<file path="config.mk">
export PLATFORM = sky130hd
export DESIGN_NAME = scs8hd_einv_bus_arb
export DESIGN_NICKNAME = d
export VERILOG_FILES = /design/src/rtl/scs8hd_einv_bus_arb.sv
export SDC_FILE = /design/constraint.sdc
export NUM_CORES = 1
export LEC_CHECK = 0
export BUFFER_PORTS_ARGS = -buffer_cell sky130_fd_sc_hd__buf_2
export CORE_AREA = 2 2 49 84
export CTS_BUF_LIST = sky130_fd_sc_hd__clkbuf_4 sky130_fd_sc_hd__clkbuf_8 sky130_fd_sc_hd__clkbuf_16
export DETAILED_ROUTE_END_ITERATION = 12
export DIE_AREA = 0 0 51 86
export PLACE_DENSITY = 0.68
export SLEW_MARGIN = 20
export SYNTH_ARGS = -nofsm -noshare
export SYNTH_HDL_FRONTEND = slang
export SYNTH_SLANG_ARGS = --single-unit
</file>
<file path="constraint.sdc">
create_clock -name CLK -period 2.32 [get_ports CLK]
set_input_delay 0.348 -clock CLK [delete_from_list [all_inputs] [get_ports CLK]]
set_output_delay 0.348 -clock CLK [all_outputs]
set_load 0.02 [all_outputs]
</file>
<file path="src/rtl/scs8hd_einv_bus_arb.sv">
`default_nettype none
// ============================================================================
// Module   : scs8hd_einv_bus_arb
// Purpose  : Round-robin TE arbiter for a shared tristate-inverter bus with
//            break-before-make dead time, tenure preemption and kill.
// Revision : 1.0
// ============================================================================
module scs8hd_einv_bus_arb #(
  parameter int N        = 4,
  parameter int DEAD_CYC = 2,
  parameter int MAX_HOLD = 16
) (
  input  logic                 CLK,
  input  logic                 RESETB,
  input  logic [N-1:0]         req,
  input  logic                 kill,
  output logic [N-1:0]         te,
  output logic [$clog2(N)-1:0] owner,
  output logic                 busy
);

  localparam int              c_OWNER_W   = $clog2(N);
  localparam int              c_SUM_W     = c_OWNER_W + 1;
  localparam logic [c_OWNER_W-1:0] c_LAST_IDX = c_OWNER_W'(N - 1);
  localparam logic [N-1:0]    c_ONE       = N'(1);
  localparam logic [3:0]      c_DEAD_LAST = 4'(DEAD_CYC - 1);
  localparam logic [7:0]      c_HOLD_SAT  = (MAX_HOLD == 0) ? 8'd255 : 8'(MAX_HOLD - 1);

  typedef enum logic [1:0] {
    S_IDLE  = 2'd0,
    S_GRANT = 2'd1,
    S_DEAD  = 2'd2
  } state_t;

  state_t                 r_state;
  state_t                 w_next;
  logic [c_OWNER_W-1:0]   r_owner;
  logic [c_OWNER_W-1:0]   w_owner_nxt;
  logic [7:0]             r_hold;
  logic [7:0]             w_hold_nxt;
  logic [3:0]             r_dead;
  logic [3:0]             w_dead_nxt;
  logic [N-1:0]           r_te;
  logic                   r_first;
  logic                   w_grant;

  logic [c_OWNER_W-1:0]   w_start;
  logic [c_SUM_W-1:0]     w_sum;
  logic [c_OWNER_W-1:0]   w_win;
  logic                   w_found;
  logic [N-1:0]           w_owner_oh;
  logic                   w_other;
  logic                   w_preempt;

  // Round-robin search from owner+1 (index 0 straight out of reset), mod N.
  always_comb begin
    w_start = r_first ? '0 : ((r_owner == c_LAST_IDX) ? '0 : r_owner + c_OWNER_W'(1));
    w_found = 1'b0;
    w_win   = '0;
    w_sum   = '0;
    for (int i = 0; i < N; i++) begin
      w_sum = {1'b0, w_start} + c_SUM_W'(i);
      if (w_sum >= c_SUM_W'(N)) begin
        w_sum = w_sum - c_SUM_W'(N);
      end
      if (!w_found && req[w_sum[c_OWNER_W-1:0]]) begin
        w_found = 1'b1;
        w_win   = w_sum[c_OWNER_W-1:0];
      end
    end
  end

  assign w_owner_oh = c_ONE << r_owner;
  assign w_other    = |(req & ~w_owner_oh);
  assign w_preempt  = (MAX_HOLD != 0) && (r_hold == c_HOLD_SAT) && w_other;

  always_comb begin
    w_next      = r_state;
    w_owner_nxt = r_owner;
    w_hold_nxt  = r_hold;
    w_dead_nxt  = r_dead;
    w_grant     = 1'b0;
    case (r_state)
      S_IDLE: begin
        if (!kill && w_found) begin
          w_grant = 1'b1;
        end
      end
      S_GRANT: begin
        if (!req[r_owner] || kill || w_preempt) begin
          w_next     = S_DEAD;
          w_dead_nxt = '0;
        end else if (w_other && (r_hold != c_HOLD_SAT)) begin
          w_hold_nxt = r_hold + 8'd1;
        end
      end
      S_DEAD: begin
        // A kill held at the end of the window keeps the bus dark in DEAD.
        if (r_dead == c_DEAD_LAST) begin
          if (!kill) begin
            if (w_found) begin
              w_grant = 1'b1;
            end else begin
              w_next = S_IDLE;
            end
          end
        end else begin
          w_dead_nxt = r_dead + 4'd1;
        end
      end
      default: begin
        w_next = S_IDLE;
      end
    endcase
    if (w_grant) begin
      w_next      = S_GRANT;
      w_owner_nxt = w_win;
      w_hold_nxt  = '0;
    end
  end

  always_ff @(posedge CLK or negedge RESETB) begin
    if (!RESETB) begin
      r_state <= S_IDLE;
      r_owner <= '0;
      r_hold  <= '0;
      r_dead  <= '0;
      r_te    <= '0;
      r_first <= 1'b1;
    end else begin
      r_state <= w_next;
      r_owner <= w_owner_nxt;
      r_hold  <= w_hold_nxt;
      r_dead  <= w_dead_nxt;
      r_te    <= (w_next == S_GRANT) ? (c_ONE << w_owner_nxt) : '0;
      if (w_grant) begin
        r_first <= 1'b0;
      end
    end
  end

  assign te    = r_te;
  assign owner = r_owner;
  assign busy  = (r_state != S_IDLE);

`ifndef SYNTHESIS
  localparam logic [4:0] c_DEAD_CHK = 5'(DEAD_CYC);
  logic [4:0]   r_chk_off;
  logic [N-1:0] r_chk_te;

  always_comb begin
    assert ($countones(te) <= 1);
  end

  // Counts consecutive all-off samples to prove the break-before-make gap.
  always_ff @(posedge CLK or negedge RESETB) begin
    if (!RESETB) begin
      r_chk_off <= 5'd31;
      r_chk_te  <= '0;
    end else begin
      if ((te != '0) && (r_chk_te == '0)) begin
        assert (r_chk_off >= c_DEAD_CHK);
      end
      if ((te != '0) && (r_chk_te != '0)) begin
        assert (te == r_chk_te);
      end
      r_chk_te <= te;
      if (te != '0) begin
        r_chk_off <= '0;
      end else if (r_chk_off != 5'd31) begin
        r_chk_off <= r_chk_off + 5'd1;
      end
    end
  end
`endif

endmodule
`default_nettype wire

</file>
# Yosys cells after proc, flatten, opt, wreduce, memory -nomap -nowiden
# Index checks and enable logic that the tools add are counted.
# totals
out_inout_bits,7
wordCells,104
ff_bits,21
input_bits,7
# classes
shifts,2
order_cmp,9
n_reduce_logical,21
n_eq_ne,10
bitwise,2
n_mux,44
add_sub_neg,10
# ops
operator,count
$mux W2,16
$mux W8,4
$lt A2 B3 Y1 const B,5
$mux W1,13
$mux W4,3
$bmux W1 S2,5
$ge A3 B3 Y1 const B,3
$add A8 B1 Y8 const B,1
$eq A8 B4 Y1 const B,1
$ne A8 B4 Y1 const B,1
$pmux W4 S2,1
$reduce_bool A2 Y1,4
$shl A1 B2 Y4 const A,2
$sub A2 B1 Y2 const B,4
$add A2 B2 Y3 const B,2
$logic_and A1 B1 Y1,6
$ne A2 B2 Y1 const B,3
$pmux W2 S3,1
$reduce_and A3 Y1,2
$logic_not A1 Y1,5
$add A4 B1 Y4 const B,1
$and A4 B4 Y4,1
$eq A2 B1 Y1 const B,2
$eq A2 B2 Y1 const B,2
other kinds (9),10

# Logic depth before layout (Yosys ltp)
# logic_depth
word_depth,24
mapped_depth,10
ltp_nobuf,8

# Worst setup path after synthesis
# No wires, ideal clock.
# synth_timing
path_type,register -> register
from,"register r_owner[0], in the netlist owner[0]"
to,"register r_te[1], in the netlist te[1]"
setup_time_ns,0.123
t_arrival_ns,2.433
synth_period_minus_slack_ns,2.556
path_slack_ns,-0.236
required_ns,2.197
path_stages_with_launch,11
path_cell_list,dfrtp_1 -> buf_2 -> inv_1 -> ha_1 -> buf_2 -> mux2i_1 -> a221o_1 -> o21bai_1 -> o21a_1 -> nor2_1 -> o2bb2a_2
# synth_between
elab_chain_cells,24
# synth_lines
item,line,source
"start, declared",37,logic [c_OWNER_W-1:0] r_owner;
"start signal, assigned",132,r_owner <= w_owner_nxt;
branches (longest 23 deep; another with $add A2 B1 Y3),n/a,
$mux W4 *,135,r_te <= (w_next == S_GRANT) ? (c_ONE << w_owner_nxt) : '0;
"end signal, assigned",135,
"end, declared",43,logic [N-1:0] r_te;
# Mark *: on every way between the ends. The select of a mux whose other input is x is not followed.
# A chain may end at the register's enable or synchronous reset.

# Worst setup path after layout
# layout_timing
from,"register r_owner[0], in the netlist owner[0]"
to,"register r_te[0], in the netlist te[0]"
# Same word-level chain as after synthesis.

==> impl_metrics.tcl <==
set metrics [dict create \
    status "completed" \
    start_kind "flop" \
    max_freq_mhz 440 \
    vias_per_cell 5.73 \
    setup_viol 0 \
    ys_ff_latch 21 \
    die_y_um 86 \
    grt_first_pass_wirelength_um 6460 \
    fin_crit_sh_pct 97.9 \
    seq_area_sq_um 529 \
    dr.pass1.iters 4 \
    path_cells "inv_4, ha_4, mux2_2, o32ai_2, nor2_1, o21a_2, nor4_1, o21a_1" \
    netlist_area_sq_um 1600 \
    fin_worst_skew_ns 0.00170 \
    fin_nets 206 \
    cts_sinks 21 \
    yosysTopAreaCellShare_pct 31.3 \
    htree_levels 1 \
    insertion_delay_ns 0.26 \
    synth_cell_type_count 52 \
    track_usage_pct 19.2 \
    ir_drop_mv 0.966 \
    critical_path_arrival_ns 2.48 \
    critPathBufInv 1 \
    crit_path_max_incr_delay_ns 0.46 \
    root_buffer "clkbuf_8" \
    endpoint "te[0]" \
    syn_nets 183 \
    dp_hpwl_um 2910 \
    report.final.hold_viol_count 0 \
    reg2reg_to "te[0]" \
    critPathRequiredTime_ns 2.52 \
    wl_um 3780 \
    fin_util_pct 50.9 \
    drc 0 \
    dpl_worst_slack_ns 0.00700 \
    cp-startpoint "owner[0]" \
    critPathSlowestCell "dfrtp_2" \
    dieArea_sq_um 4390 \
    rows 29 \
    p_per_area_nw_per_um2 1250 \
    synthCells 169 \
    synthArstFlopShare_pct 100 \
    antenna_left 0 \
    r2r_slack_ns 0.05 \
    clockBufferDepth 2 \
    area_delta_synth_final_pct 16.7 \
    yosysWarnings 0 \
    grt_start_max_net_pins 22 \
    tightest_slew_ns 0.486 \
    slew_headroom_pct 67.6 \
    final_max_slew_viol_count 0 \
    stdcell_area_sq_um 1870 \
    dpl-instance-area_sq_um 1760 \
    worstPathMaxFanout 11 \
    multiInputGateArea_sq_um 1030 \
    cts_tree "done" \
    crit_cells 8 \
    clk_pin_slew_ns 0.08 \
    hold_slack_ns 0.0379 \
    synth-seq-area-share_pct 32.9 \
    antenna_found_initial 0 \
    place_congestion 0.801 \
    numPortBuffers 13 \
    core-area_sq_um 3660 \
    crit_type "flop to flop" \
    reg2reg_from "owner[0]" \
    grt_pass1_vias 1447 \
    hold_class "primary input to async pin" \
    vias 1357 \
    start_util_pct 43.7 \
    synth-edff-count 0 \
    syn_avg_cell_area_sq_um 9.47 \
    crit_family "compound AO/OA/AOI/OAI gates" \
    die_x_um 51 \
    reg2reg_depth 8 \
    critPathCaptureType "flop" \
    drive_above_1_share_pct 32.5 \
    drv_cap 0 \
    overflow 0 \
    drt_iter0_drc 23 \
    ios 14 \
    hold_buffers 0 \
    synth_top_cells_by_area "dfrtp_1 (31%), ha_1 (5.5%), nor2_1 (5.4%)" \
    yosysTopAreaCell "dfrtp_1" \
    nFillCells 369 \
    n_antenna_cell 0 \
    min_period_ns 2.27 \
    leakage_uw 0.000790 \
    ys.flop_type "dfrtp_1" \
    setup_slack_ns 0.0482 \
    wl_per_cell_um 16.0 \
    cts_buffers 3 \
]
==> worst min-delay path by stage <==
stage	from	to	slack, ns
floorplan	RESETB	owner[0]	0.05
global route	RESETB	r_hold[6]	0.07
detailed placement	RESETB	r_hold[2]	0.33
CTS	RESETB	r_hold[6]	0.06
finish	RESETB	r_hold[6]	0.04
global placement	RESETB	r_hold[6]	0.34
==> metal layers <==
metal  global-route usage (%)  vias up  wire length, um
li1                         -      645                -
met2                     36.5       29             2160
met3                     1.92       12               73
met1                     19.3      671             1410
met4                     11.3        0              141
met5                        0        -                0
==> layout make-up <==
class / count / area share, %
inverters: 8 / 1.74
clock buffers: 4 / 2.61
repair buffers: 26 / 8.91
well taps: 46 / 3.08
flip-flops and latches: 21 / 28.4
multi-input cells: 132 / 55.3
==> power breakdown <==
part	leakage, uW	total [uW]	switching [uW]	internal [uW]
clock	0.0000262	256	122	134
sequential	0.000273	588	117	471
combinational	0.000491	1480	810	674
total	0.000790	2330	1050	1280
==> stage by stage <==
step                      TNS, ns  total power, uW  std cells
final                           0             2330        237
after CTS                       0             2250        234
after detailed placement        0             1990        230
after global routing      -0.0256             2500        237
after floorplan                 0             1640        169
after global placement          0             1920        230
==> flip-flops by register name (all words and copies together), names as in the netlist <==
register	count
owner	2
r_dead	4
r_first	1
r_hold	8
r_state	2
te	4
==> cell usage in the layout, fill, tap and decap left out, drive strengths merged, types with 3 or more instances in the layout <==
master,count
inv,8
dfrtp,20
mux2,3
nand2,7
ha,7
nand3,3
a21oi,8
nor4,5
o21ai,8
nor3,8
clkbuf,4
or2,3
nor2b,5
nand2b,7
nor2,24
buf,26
xnor2,7
or3,3
==> synth_stat cells (2+ instances only) <==
library cell / instances
nor2_1: 23
dfrtp_1: 20
a21oi_1: 8
inv_1: 8
o21ai_0: 8
ha_1: 7
nand2_1: 7
nand2b_1: 7
nor3_1: 7
xnor2_1: 7
buf_2: 5
mux2_2: 3
nand3_1: 3
nor2b_1: 3
nor4_1: 3
a22oi_1: 2
and2_1: 2
and2b_1: 2
buf_6: 2
mux2i_1: 2
nand4_1: 2
nor2b_4: 2
nor4_4: 2
o21a_1: 2
o21bai_1: 2
or2_2: 2
or3_1: 2
xor2_1: 2
==> cells by family (layout without fill, tap and decap cells) <==
family | Yosys count | count (layout) | share of synthesized area, %
AO/OA/AOI/OAI | 38 | 38 | 20.1
XOR/XNOR | 9 | 9 | 4.93
buffers and inverters | 16 | 38 | 5.32
adder cells (fa/ha/maj) | 7 | 7 | 5.47
AND/OR/NAND/NOR | 72 | 72 | 26.3
multiplexers | 6 | 6 | 5.00
flip-flops | 21 | 21 | 32.9
==> what timing repair did <==
item / 4_1_cts / 5_1_grt
buffers inserted: 0 / 3
resized for setup: 1 / 9
pin swaps: 0 / 7
endpoints found under the setup margin: 1 / 10
No activity file was read; power rests on OpenSTA's default activity.
